**src/rtl/colour_pkg.sv**
```systemverilog
// colour_pkg: shared definitions for the colour sequencer.
//   FRAME_CNT_W          width of the frame counters and of the phase output
//   FLIP_FRAMES_DEF      default number of frames between alternate pulses
//   SCHEME_FRAMES_DEF    default number of frames between automatic scheme changes
//   seq_state_e          sequencer state encoding
package colour_pkg;

    localparam int FRAME_CNT_W       = 10;
    localparam int FLIP_FRAMES_DEF   = 30;
    localparam int SCHEME_FRAMES_DEF = 600;

    typedef enum logic [1:0] {
        ST_IDLE  = 2'd0,
        ST_START = 2'd1,
        ST_RUN   = 2'd2
    } seq_state_e;

endpackage

```
**src/rtl/frame_divider.sv**
```systemverilog
// frame_divider: modulo-N frame counter with a registered wrap pulse.
//   clk    in   clock
//   reset  in   asynchronous reset, active low
//   en     in   advance the count (one frame)
//   clr    in   synchronous clear; wins over en and suppresses the wrap pulse
//   cnt    out  current count, 0..N-1
//   wrap   out  one-cycle pulse in the cycle after the count wraps to 0
module frame_divider
    import colour_pkg::*;
#(
    parameter int N = 4
) (
    input  logic                   clk,
    input  logic                   reset,
    input  logic                   en,
    input  logic                   clr,
    output logic [FRAME_CNT_W-1:0] cnt,
    output logic                   wrap
);

    localparam logic [FRAME_CNT_W-1:0] LAST = FRAME_CNT_W'(N - 1);

    always_ff @(posedge clk or negedge reset) begin
        if (!reset) begin
            cnt  <= '0;
            wrap <= 1'b0;
        end else begin
            wrap <= 1'b0;
            if (clr) begin
                cnt <= '0;
            end else if (en) begin
                if (cnt == LAST) begin
                    cnt  <= '0;
                    wrap <= 1'b1;
                end else begin
                    cnt <= cnt + 1'b1;
                end
            end
        end
    end

endmodule

```
**src/rtl/colour_sequencer.sv**
```systemverilog
// colour_sequencer: schedules background flips and colour scheme changes on
// frame boundaries, plus a level-up request/acknowledge handshake.
//   clk             in   pixel clock
//   reset           in   asynchronous reset, active low
//   frame_start     in   one-cycle pulse at start of vertical blanking
//   running         in   game active level
//   level_up_req    in   held high until acknowledged
//   level_up_ack    out  one-cycle acknowledge
//   alternate       out  one-cycle background flip pulse
//   change_colours  out  one-cycle new-scheme pulse
//   phase           out  flip counter value
//
// state | meaning
// IDLE  | game stopped, counters held at 0, waiting for a frame while running
// START | next frame issues the opening scheme change (and services a request)
// RUN   | counting frames, periodic flips and scheme changes
module colour_sequencer
    import colour_pkg::*;
#(
    parameter int FLIP_FRAMES   = FLIP_FRAMES_DEF,
    parameter int SCHEME_FRAMES = SCHEME_FRAMES_DEF
) (
    input  logic                   clk,
    input  logic                   reset,
    input  logic                   frame_start,
    input  logic                   running,
    input  logic                   level_up_req,
    output logic                   level_up_ack,
    output logic                   alternate,
    output logic                   change_colours,
    output logic [FRAME_CNT_W-1:0] phase
);

    seq_state_e state_q, state_d;
    logic       pending_q, pending_d;
    logic       ack_q, ack_d;
    logic       chg_q, chg_d;
    logic       cnt_en, cnt_clr, scheme_force;
    logic       flip_wrap, scheme_wrap;
    logic [FRAME_CNT_W-1:0] flip_cnt, scheme_cnt;

    always_ff @(posedge clk or negedge reset) begin
        if (!reset) begin
            state_q   <= ST_IDLE;
            pending_q <= 1'b0;
            ack_q     <= 1'b0;
            chg_q     <= 1'b0;
        end else begin
            state_q   <= state_d;
            pending_q <= pending_d;
            ack_q     <= ack_d;
            chg_q     <= chg_d;
        end
    end

    always_comb begin
        state_d      = state_q;
        ack_d        = 1'b0;
        chg_d        = 1'b0;
        cnt_en       = 1'b0;
        cnt_clr      = 1'b0;
        scheme_force = 1'b0;
        if (!running) begin
            // Stopping wins over a coincident frame: no pulses for it.
            state_d = ST_IDLE;
            cnt_clr = 1'b1;
        end else begin
            case (state_q)
                ST_IDLE: begin
                    cnt_clr = 1'b1;
                    if (frame_start) state_d = ST_START;
                end
                ST_START: begin
                    cnt_clr = 1'b1;
                    if (frame_start) begin
                        chg_d   = 1'b1;
                        ack_d   = pending_q;
                        state_d = ST_RUN;
                    end
                end
                ST_RUN: begin
                    if (frame_start) begin
                        cnt_en = 1'b1;
                        if (pending_q) begin
                            // Restart the scheme period from this frame; a
                            // coincident wrap merges into this single pulse.
                            chg_d        = 1'b1;
                            ack_d        = 1'b1;
                            scheme_force = 1'b1;
                        end
                    end
                end
                default: begin
                    state_d = ST_IDLE;
                    cnt_clr = 1'b1;
                end
            endcase
        end
    end

    // The ack cycle masks req so a held request is not re-registered; req
    // still high one cycle later counts as a new request.
    always_comb begin
        if (ack_d) pending_d = 1'b0;
        else       pending_d = pending_q | (level_up_req & ~ack_q);
    end

    frame_divider #(.N(FLIP_FRAMES)) u_flip (
        .clk   (clk),
        .reset (reset),
        .en    (cnt_en),
        .clr   (cnt_clr),
        .cnt   (flip_cnt),
        .wrap  (flip_wrap)
    );

    frame_divider #(.N(SCHEME_FRAMES)) u_scheme (
        .clk   (clk),
        .reset (reset),
        .en    (cnt_en),
        .clr   (cnt_clr | scheme_force),
        .cnt   (scheme_cnt),
        .wrap  (scheme_wrap)
    );

    assign level_up_ack   = ack_q;
    assign alternate      = flip_wrap;
    assign change_colours = chg_q | scheme_wrap;
    assign phase          = flip_cnt;

    logic unused_scheme_cnt;
    assign unused_scheme_cnt = ^scheme_cnt;

endmodule

```
**config.mk**
```make
export PLATFORM = sky130hd
export DESIGN_NAME = colour_sequencer
export DESIGN_NICKNAME = d
export VERILOG_FILES = /design/src/rtl/colour_pkg.sv /design/src/rtl/frame_divider.sv /design/src/rtl/colour_sequencer.sv
export SDC_FILE = /design/constraint.sdc
export NUM_CORES = 1
export LEC_CHECK = 0
export BUFFER_PORTS_ARGS = -buffer_cell sky130_fd_sc_hd__buf_2
export CORE_MARGIN = 3
export CORE_UTILIZATION = 45
export DETAILED_ROUTE_END_ITERATION = 16
export SLEW_MARGIN = 20
export SYNTH_ARGS = -nofsm -noshare
export SYNTH_HDL_FRONTEND = slang
export SYNTH_SLANG_ARGS = --single-unit
```
**constraint.sdc**
```tcl
create_clock -name clk -period 4.1 [get_ports clk]
set_clock_uncertainty 0.15 [all_clocks]
set_input_delay 0.82 -clock clk [delete_from_list [all_inputs] [get_ports clk]]
set_output_delay 0.82 -clock clk [all_outputs]
set_load 0.005 [all_outputs]
```
==> impl_metrics.json <==
{
  "fillers": 297,
  "gp_congestion": 0.744,
  "finalHoldViolCount": 0,
  "multiInputGateArea_um2": 792,
  "syn_nets": 165,
  "cts-root-buf": "clkbuf_4",
  "wl_per_cell_um": 13.6,
  "dieArea_um2": 4110,
  "cts_resized": 0,
  "synth_common_cells": "dfrtp_1 (27), nor2_1 (16), nand2_1 (10)",
  "relSlewSlack_pct": 60.9,
  "finalWorstSetupSlack_ns": 2.01,
  "vias_per_cell": 5.38,
  "final_antenna_net_count": 0,
  "drt_first_iter_violations": 61,
  "yosysWarningCount": 0,
  "yosysTopAreaCell": "dfrtp_1",
  "synth.avg_cell_area_um2": 9.94,
  "tritoncts": "yes",
  "finalMaxSlewViolations": 0,
  "rsz0062_at_grt": "false",
  "antenna_cells": 0,
  "cts_sinks": 27,
  "crit_chain": "inv_1 -> ha_1 -> nand3_1 -> a31oi_4 -> or2b_1 -> a31oi_1",
  "cp.arrival_ns": 2.19,
  "endpoint_kind": "flip-flop",
  "cp_data_required_time_ns": 4.19,
  "status": "completed",
  "fin_crit_sh_pct": 51.0,
  "cts_made_buffers": 3,
  "netlist_instances": 153,
  "cts_setup_buffers": 0,
  "die_h_um": 64.1,
  "ys.flop_type": "dfrtp_1",
  "initial_core_util_pct": 48.6,
  "crit_buf_inv": 1,
  "post-place-ws_ns": 1.84,
  "setup_violations": 0,
  "clk_latency_ns": 0.31,
  "critPathSlowestCell": "dfrtp_1",
  "hpwl_mm": 2.14,
  "netlist_area_um2": 1520,
  "drv_cap": 0,
  "met3_usage_pct": 2.81,
  "grt_max_degree": 28,
  "antenna_found_initial": 0,
  "grt-ovfl-total": 0,
  "irDropWorstVdd_v": 0.000125,
  "route.vias.total": 1146,
  "num_rows": 20,
  "clock_path_buffers": 2,
  "path_clk_slew_ns": 0.13,
  "hold_buffers": 0,
  "start_kind": "flip-flop",
  "first_pass_iters": 4,
  "core_area_um2": 3130,
  "yosysSeqAreaShare_pct": 44.4,
  "synth_cell_types": 44,
  "path_delay_family": "compound AO/OA/AOI/OAI gates",
  "grtUsageMet1_pct": 22.5,
  "p_per_area_nw_per_um2": 276,
  "synth_top_area_share_pct": 44.4,
  "yosysMostFrequentCell": "dfrtp_1",
  "port_buffers": 17,
  "synth_seq_cells": 27,
  "busiest_layer": "met2",
  "worst_pin_slew_ns": 0.587,
  "ios": 18,
  "cpPeakStageDelay_ns": 0.44,
  "max_freq_mhz": 478,
  "grt_pass1_vias": 1142,
  "hp-class": "reg -> reg",
  "drc_errors": 0,
  "p_leak_uw": 0.000739,
  "path_max_fanout": 16,
  "seqCellArea_um2": 676,
  "worstSetupPathType": "reg -> reg",
  "grt_use_total_pct": 16.2,
  "die_w_um": 64.1,
  "synth_edf_count": 0,
  "async_reset_ff_share_pct": 100,
  "finalSetupTns_ns": 0,
  "grt_pass1_wl_mm": 5.33,
  "finalCriticalPeriod_ns": 2.09,
  "synth.area.top_cells": "dfrtp_1 (44%), ha_1 (5.8%), nor2_1 (3.9%)",
  "cts.htree.levels": 1,
  "wl_mm": 2.90,
  "synthToLayoutAreaGrowth_pct": 8.88,
  "hold-worst-slack_ns": 0.320,
  "fin_nets": 182,
  "drive_above_1_share_pct": 18.3,
  "grt_use_met2_pct": 25.3
}
[worst reg2reg max path, stage by stage, from the launching register on]
cell and delay (ns):
dfrtp_1 0.44, inv_1 0.11, ha_1 0.31, nand3_1 0.19
a31oi_4 0.41, or2b_1 0.27, a31oi_1 0.15
[through the flow]
step                      instance area (um2)  std cells  power [uW]  util, %
final                                    1660        213         456     53.0
after global routing                     1660        213         489     53.0
after CTS                                1660        213         463     53.0
after detailed placement                 1630        209         350     52.1
after global placement                   1630        209         347     52.1
after floorplan                          1520        153         331        -
[layout by cell type (no fill, tap or decap), types with 2 or more instances in the layout]
cell,Yosys,layout
dfrtp_1,27,27
buf_2,4,17
nor2_1,16,16
nand2_1,10,10
nand3_1,9,9
o21ai_0,7,7
ha_1,7,7
inv_1,6,6
nand4_1,6,6
a21oi_1,6,6
xor2_1,6,6
a31oi_1,5,5
a22o_2,3,3
nand3b_1,3,3
clkbuf_4,0,3
and3_1,2,2
nor3b_1,2,2
nand2b_1,2,2
nor2b_1,2,2
xnor2_1,2,2
a41oi_1,2,2
and4_1,2,2
or2b_1,2,2
[final cells by class]
cell class	instances	share of cell area (%)
multi-input cells	115	47.8
inverters	6	1.36
well taps	44	3.32
repair buffers	17	5.14
clock buffers	4	1.59
flip-flops and latches	27	40.8
[path summary, 6_finish.rpt]
| check | slack [ns] | from | cells after the start | end |
|---|---|---|---|---|
| max | 2.01 | state_q[0]$_DFFE_PN0P_ | 6 | u_flip.cnt[2]$_DFFE_PN0P_ |
| min | 0.32 | level_up_ack$_DFF_PN0_ | 1 | pending_q$_DFF_PN0_ |
| max reg2reg | 2.01 | state_q[0]$_DFFE_PN0P_ | 6 | u_flip.cnt[2]$_DFFE_PN0P_ |
| min reg2reg | 0.32 | level_up_ack$_DFF_PN0_ | 1 | pending_q$_DFF_PN0_ |
| max in group asynchronous | 3.08 | reset | 1 | u_scheme.cnt[1]$_DFFE_PN0P_ |
| min in group asynchronous | 0.33 | reset | 1 | u_scheme.cnt[0]$_DFFE_PN0P_ |
[metal layers]
metal | up-vias | wire (um)
met3 | 6 | 115
met4 | 0 | 48
met2 | 22 | 1310
li1 | 590 | -
met1 | 528 | 1420
met5 | - | 0
[power breakdown]
group	internal [uW]	switching [uW]
combinational	22.9	35.9
clock	38.0	73.2
sequential	275	11.2
total	336	120
[kinds of logic (layout without fill, tap and decap cells)]
kind of cell	after synthesis	after routing	share of synthesized area, %
simple gates	66	66	25.5
compound gates	32	32	14.8
flops	27	27	44.4
buf+inv	11	27	3.54
xor+xnor	8	8	4.61
fa+ha+maj	7	7	5.76
mux	2	2	1.40
[state kept, by name, summed over array words and instances, names as in the netlist]
| name | count |
|---|---|
| u_scheme.cnt | 10 |
| u_flip.wrap | 1 |
| state_q | 2 |
| chg_q | 1 |
| u_scheme.wrap | 1 |
| u_flip.cnt | 10 |
| pending_q | 1 |
| level_up_ack | 1 |
No activity file was read; power rests on OpenSTA's default activity.
